[src/rtl/fb_scanout.sv]
// fb_scanout: VGA 640x480@60 scan-out of a 320x240x24 frame buffer, 2x upscaled.
// A clock-enable divider makes the pixel tick; a two-stage pipeline (address
// issue, then data/sync capture) keeps rgb, hsync, vsync and blank aligned.
module fb_scanout #(
    parameter int CLK_DIV    = 4,
    parameter int RD_LATENCY = 1,
    parameter int H_VIS      = 640,
    parameter int H_FP       = 16,
    parameter int H_SYNC     = 96,
    parameter int H_BP       = 48,
    parameter int V_VIS      = 480,
    parameter int V_FP       = 10,
    parameter int V_SYNC     = 2,
    parameter int V_BP       = 33
) (
    input  logic        clk,
    input  logic        rst,
    output logic [16:0] fb_rd_addr,
    output logic        fb_rd_en,
    input  logic [23:0] fb_rd_data,
    output logic        pix_tick,
    output logic        hsync,
    output logic        vsync,
    output logic        blank,
    output logic [23:0] rgb,
    output logic        vblank_start
);
    localparam int H_TOT = H_VIS + H_FP + H_SYNC + H_BP;
    localparam int V_TOT = V_VIS + V_FP + V_SYNC + V_BP;
    localparam int HW    = $clog2(H_TOT);
    localparam int VW    = $clog2(V_TOT);
    localparam int DW    = (CLK_DIV > 1) ? $clog2(CLK_DIV) : 1;

    localparam logic [DW-1:0] DIV_LAST = DW'(CLK_DIV - 1);
    localparam logic [HW-1:0] H_LAST   = HW'(H_TOT - 1);
    localparam logic [HW-1:0] H_VIS_W  = HW'(H_VIS);
    localparam logic [HW-1:0] HS_BEG   = HW'(H_VIS + H_FP);
    localparam logic [HW-1:0] HS_END   = HW'(H_VIS + H_FP + H_SYNC - 1);
    localparam logic [VW-1:0] V_LAST   = VW'(V_TOT - 1);
    localparam logic [VW-1:0] V_VIS_W  = VW'(V_VIS);
    localparam logic [VW-1:0] VS_BEG   = VW'(V_VIS + V_FP);
    localparam logic [VW-1:0] VS_END   = VW'(V_VIS + V_FP + V_SYNC - 1);

    // Read data must settle inside one pixel period; if the build is
    // misconfigured, show black rather than sampling unsettled data.
    localparam bit LAT_OK = (RD_LATENCY < CLK_DIV);

    logic [DW-1:0] div_q, div_d;
    logic [HW-1:0] h_q, h_d;
    logic [VW-1:0] v_q, v_d;

    // stage-0 combinational values from the counters
    logic          vis_s0, hs_s0, vs_s0;
    logic [16:0]   vhalf, hhalf, addr_s0;

    // stage-0 registers (address issue + delayed timing flags)
    logic [16:0]   addr_q;
    logic          en_q, hs_q, vs_q;

    // stage-1 registers (visible outputs)
    logic          hsync_q, vsync_q, blank_q;
    logic [23:0]   rgb_q;

    assign pix_tick     = (div_q == DIV_LAST);
    assign vblank_start = pix_tick && (h_q == '0) && (v_q == V_VIS_W);

    // Next-state for the clock divider and the h/v raster counters
    always_comb begin
        div_d = (div_q == DIV_LAST) ? '0 : div_q + 1'b1;
        h_d   = h_q;
        v_d   = v_q;
        if (pix_tick) begin
            if (h_q == H_LAST) begin
                h_d = '0;
                v_d = (v_q == V_LAST) ? '0 : v_q + 1'b1;
            end else begin
                h_d = h_q + 1'b1;
            end
        end
    end

    // Stage 0: visibility, frame-buffer address (v/2*320 + h/2 via shifts), sync windows
    always_comb begin
        vis_s0  = (h_q < H_VIS_W) && (v_q < V_VIS_W);
        vhalf   = 17'(v_q >> 1);
        hhalf   = 17'(h_q >> 1);
        addr_s0 = vis_s0 ? ((vhalf << 8) + (vhalf << 6) + hhalf) : '0;
        hs_s0   = (h_q >= HS_BEG) && (h_q <= HS_END);
        vs_s0   = (v_q >= VS_BEG) && (v_q <= VS_END);
    end

    // Divider and raster counters
    always_ff @(posedge clk or posedge rst) begin
        if (rst) begin
            div_q <= '0;
            h_q   <= '0;
            v_q   <= '0;
        end else begin
            div_q <= div_d;
            h_q   <= h_d;
            v_q   <= v_d;
        end
    end

    // Pipeline: stage 0 issues the read, stage 1 captures data one pixel later
    always_ff @(posedge clk or posedge rst) begin
        if (rst) begin
            addr_q  <= '0;
            en_q    <= 1'b0;
            hs_q    <= 1'b0;
            vs_q    <= 1'b0;
            hsync_q <= 1'b1;
            vsync_q <= 1'b1;
            blank_q <= 1'b1;
            rgb_q   <= '0;
        end else if (pix_tick) begin
            addr_q  <= addr_s0;
            en_q    <= vis_s0;
            hs_q    <= hs_s0;
            vs_q    <= vs_s0;
            rgb_q   <= (en_q && LAT_OK) ? fb_rd_data : '0;
            blank_q <= ~en_q;
            hsync_q <= ~hs_q;
            vsync_q <= ~vs_q;
        end
    end

    assign fb_rd_addr = addr_q;
    assign fb_rd_en   = en_q;
    assign hsync      = hsync_q;
    assign vsync      = vsync_q;
    assign blank      = blank_q;
    assign rgb        = rgb_q;

endmodule
[config.mk]
export PLATFORM = sky130hd
export DESIGN_NAME = fb_scanout
export DESIGN_NICKNAME = d
export VERILOG_FILES = /design/src/rtl/fb_scanout.sv
export SDC_FILE = /design/constraint.sdc
export NUM_CORES = 1
export LEC_CHECK = 0
export BUFFER_PORTS_ARGS = -buffer_cell sky130_fd_sc_hd__buf_2
export CORE_MARGIN = 8
export CORE_UTILIZATION = 35
export DETAILED_ROUTE_END_ITERATION = 10
export PLACE_DENSITY = 0.55
export SETUP_SLACK_MARGIN = 0.5
export SLEW_MARGIN = 20
export SYNTH_ARGS = -nofsm -noshare
export SYNTH_HDL_FRONTEND = slang
export SYNTH_SLANG_ARGS = --single-unit
[constraint.sdc]
create_clock -name clk -period 2.7 [get_ports clk]
set_input_delay 0.81 -clock clk [delete_from_list [all_inputs] [get_ports clk]]
set_output_delay 0.81 -clock clk [all_outputs]
set_load 0.03 [all_outputs]
==> impl_metrics.csv <==
group,metric,value,unit
status,outcome,"complete, but fails checks",
status,violations,"setup timing",
place,place_area,3920,µm²
grt,grt_antenna_before_repair,0,
yosys,synth.largest_area_cell,"dfrtp_1",
timing,tightestPinTransition,0.773,ns
timing,hold_viol,0,
yosys,synthTopCellsByArea,"dfrtp_1 49%, a22o_1 9.1%, ha_1 8.2%, xnor2_1 3.6%, dfstp_2 2.3%",
detailed_routing,via_per_inst,5.06,
yosys,avgSynthCellArea,11.7,µm²
setup_path,crit_path_end_kind,"output pin",
clock_network,cts_max_level,3,
timing,timing.final.ws_setup,-0.0424,ns
layout,multi_input_area,1650,µm²
yosys,syn-num-nets,337,
timing,finalCritPeriodShare,102,%
setup_path,max_stage_delay,0.55,ns
clock_network,cts_tree,"built",
layout,final_cells,511,
detailed_routing,drtAntennaViolNets,0,
layout,fin_nets,427,
hold_path,hp-class,"reg2reg",
power_and_ir_drop,p_per_area,491,nW/µm²
timing,min_period,2.74,ns
detailed_routing,wl,8340,µm
detailed_routing,drt-pass1-iter-count,4,
timing,setup_violations,1,
yosys,synth_seq_cells,69,
clock_network,clk_pin_slew,0.08,ns
clock_network,worstSkewPairLatency,0.35,ns
grt,overflow,0,
floorplanning,num_rows,35,
detailed_routing,drt-initial-drc-count,113,
yosys,yosysSeqAreaShare,51.5,%
grt,grt_pass1_wl,13500,µm
timing,clock.fmax,365,MHz
place,portBuffers,72,
clock_network,clockBufferDepth,2,
power_and_ir_drop,fin_total_pwr,2.16,mW
place,place_inst,484,
layout,drive_gt1_share,41.9,%
setup_path,path_buf_inv,1,
setup_path,crit_path_top_delay_cell,"or4_4",
layout,regArea,1740,µm²
power_and_ir_drop,ir_drop,283,µV
timing,rsz0062_at_grt,"yes",
grt,grt_max_degree,31,
floorplanning,die_h,114,µm
setup_path,start_kind,"flip-flop",
floorplanning,design.die.area,13000,µm²
grt,grt_pass1_vias,2625,
power_and_ir_drop,power_leakage,2.06,nW
setup_path,criticalPathCategory,"reg2out",
yosys,synth_area,3360,µm²
layout,fill_cells,893,
timing,maxSlewHeadroom,48.5,%
clock_network,root_buffer,"clkbuf_8",
clock_network,cts.sinks,69,
run,drv_cap,0,
yosys,ys.flop_type,"dfrtp_1",
setup_path,cp.arrival,1.93,ns
place,gp_congestion,0.788,
yosys,yosysUniqueCellTypes,55,
layout,antenna_cells,0,
yosys,synth_edf_count,0,
yosys,synthCells,287,
setup_path,required,1.89,ns
layout,final_area,4400,µm²
setup_path,crit_family,"simple AND/OR/NAND/NOR gates",
floorplanning,initial_core_util,36.2,%
clock_network,cts_made_buffers,9,
floorplanning,boundaryPins,73,
timing,hold_ws,0.429,ns
place,hpwlAfterDp,5870,µm
setup_path,crit_chain,"or4_4 > nor4_4 > nand4_1 > nor2_2 > buf_6",
yosys,synth_top_area_share,49.1,%
place,place_ws,0.268,ns
yosys,ys_warn_count,0,
yosys,synthArstFlopShare,100,%
timing,clock_skew,0.0101,ns
detailed_routing,wl_per_cell,16.3,µm
setup_path,cp_max_fo,2,
detailed_routing,vias,2588,
timing,drv_slew,0,
floorplanning,die_w,114,µm
grt,grt_usage,13.0,%
detailed_routing,drc,0,
floorplanning,core-area,9280,µm²
layout,areaGrowthSynthToFinish,30.9,%
-- worst register-to-register path, stage by stage (launching register included) --
cell      delay, ns
dfrtp_2        0.38
buf_6          0.10
buf_6          0.10
inv_2          0.03
fa_1           0.48
inv_2          0.06
fa_2           0.36
nand3_2        0.10
a211oi_2       0.07
or3_1          0.34
a32o_1         0.25
-- cells in the final DEF (no fill, tap or decap), types with 2 or more instances in the layout --
cell	count
ha_2	4
nor2_2	2
nand4_1	4
or3_1	3
clkinv_4	2
xnor2_1	13
a21oi_1	4
and4_1	2
and3_1	3
buf_6	5
dfrtp_2	10
nand3_2	2
o21a_1	2
bufinv_16	2
dfrtp_1	56
o21ai_0	13
nor4_2	2
inv_2	4
nor2_1	11
xor2_1	4
nor4_4	2
nand2_1	13
ha_4	3
ha_1	15
buf_2	70
buf_4	16
a21o_1	2
a21oi_2	2
o2bb2ai_1	3
nor3_2	2
o32ai_1	2
dfstp_2	3
inv_1	10
inv_6	2
a22o_1	35
nand3_1	9
clkbuf_8	9
-- cells by family after synthesis --
| logic type | share of synthesized area, % |
|---|---|
| multiplexers | 0.298 |
| adder cells (fa/ha/maj) | 9.38 |
| AND/OR/NAND/NOR | 13.6 |
| XOR/XNOR | 4.69 |
| flip-flops | 51.5 |
| buffers and inverters | 3.72 |
| AO/OA/AOI/OAI | 16.9 |
-- repair_timing --
item / CTS / global route
resized for setup: 22 / 21
setup endpoints to repair: 5 / 6
hold buffers: 0 / 0
pin swaps: 4 / 10
hold endpoints to repair: 0 / 0
setup buffers: 5 / 6
-- path summary, 6_finish.rpt --
check / start / slack (ns) / cells after the start / end
min: hs_q$_DFFE_PP0P_ / 0.43 / 1 / hsync$_DFFE_PP1P_
max: h_q[2]$_DFFE_PP0P_ / -0.04 / 5 / vblank_start
max in group asynchronous: rst / 1.52 / 3 / vsync$_DFFE_PP1P_
max reg2reg: v_q[3]$_DFFE_PP0P_ / 0.32 / 10 / fb_rd_addr[15]$_DFFE_PP0P_
min reg2reg: hs_q$_DFFE_PP0P_ / 0.43 / 1 / hsync$_DFFE_PP1P_
min in group asynchronous: rst / 0.48 / 2 / rgb[23]$_DFFE_PP0P_
-- layer usage --
layer / vias to the layer above / wire, µm / global-route usage, %
met1: 1283 / 4080 / 17.4
li1: 1235 / - / -
met4: 0 / 63 / 4.53
met5: - / 0 / 0
met2: 65 / 3630 / 18.9
met3: 5 / 567 / 4.38
-- state kept, by name, summed over array words and instances, names as in the netlist --
register / cells
fb_rd_en: 1
blank: 1
h_q: 10
fb_rd_addr: 17
vs_q: 1
v_q: 10
hsync: 1
div_q: 2
hs_q: 1
rgb: 24
vsync: 1
-- cell usage after synthesis (all sizes together) (2+ instances only) --
cell type	number
fa	2
and2	2
or3	3
nand4	5
clkbuf	7
nor4	4
inv	15
and4	3
or2	2
dfrtp	66
nand2	14
o21ai	14
and3	3
a21oi	7
a21o	2
dfstp	3
ha	22
o2bb2ai	3
or4	2
nor3	3
a22o	35
xor2	4
nor2	13
buf	7
xnor2	14
nand3	12
a211oi	2
o21a	2
o32ai	2
-- through the flow --
step | util [%] | TNS (ns)
after CTS | 45.9 | -0.0330
after floorplan | - | 0
final | 47.4 | -0.0424
after global routing | 47.4 | -0.128
after global placement | 42.2 | 0
after detailed placement | 42.2 | 0
-- area by class of cell --
class	count	share of cell area [%]
Timing Repair Buffer	93	12.6
Clock inverter	7	2.42
Sequential cell	69	39.6
Clock buffer	9	2.82
Tap cell	129	3.67
Multi-Input combinational cell	189	37.5
Inverter	15	1.37
-- power breakdown --
| part | internal (mW) | leakage, nW | switching (mW) |
|---|---|---|---|
| combinational | 0.0444 | 1.09 | 0.0782 |
| sequential | 1.05 | 0.852 | 0.00866 |
| clock | 0.536 | 0.116 | 0.439 |
| total | 1.63 | 2.06 | 0.526 |
No activity file was read; power rests on OpenSTA's default activity.
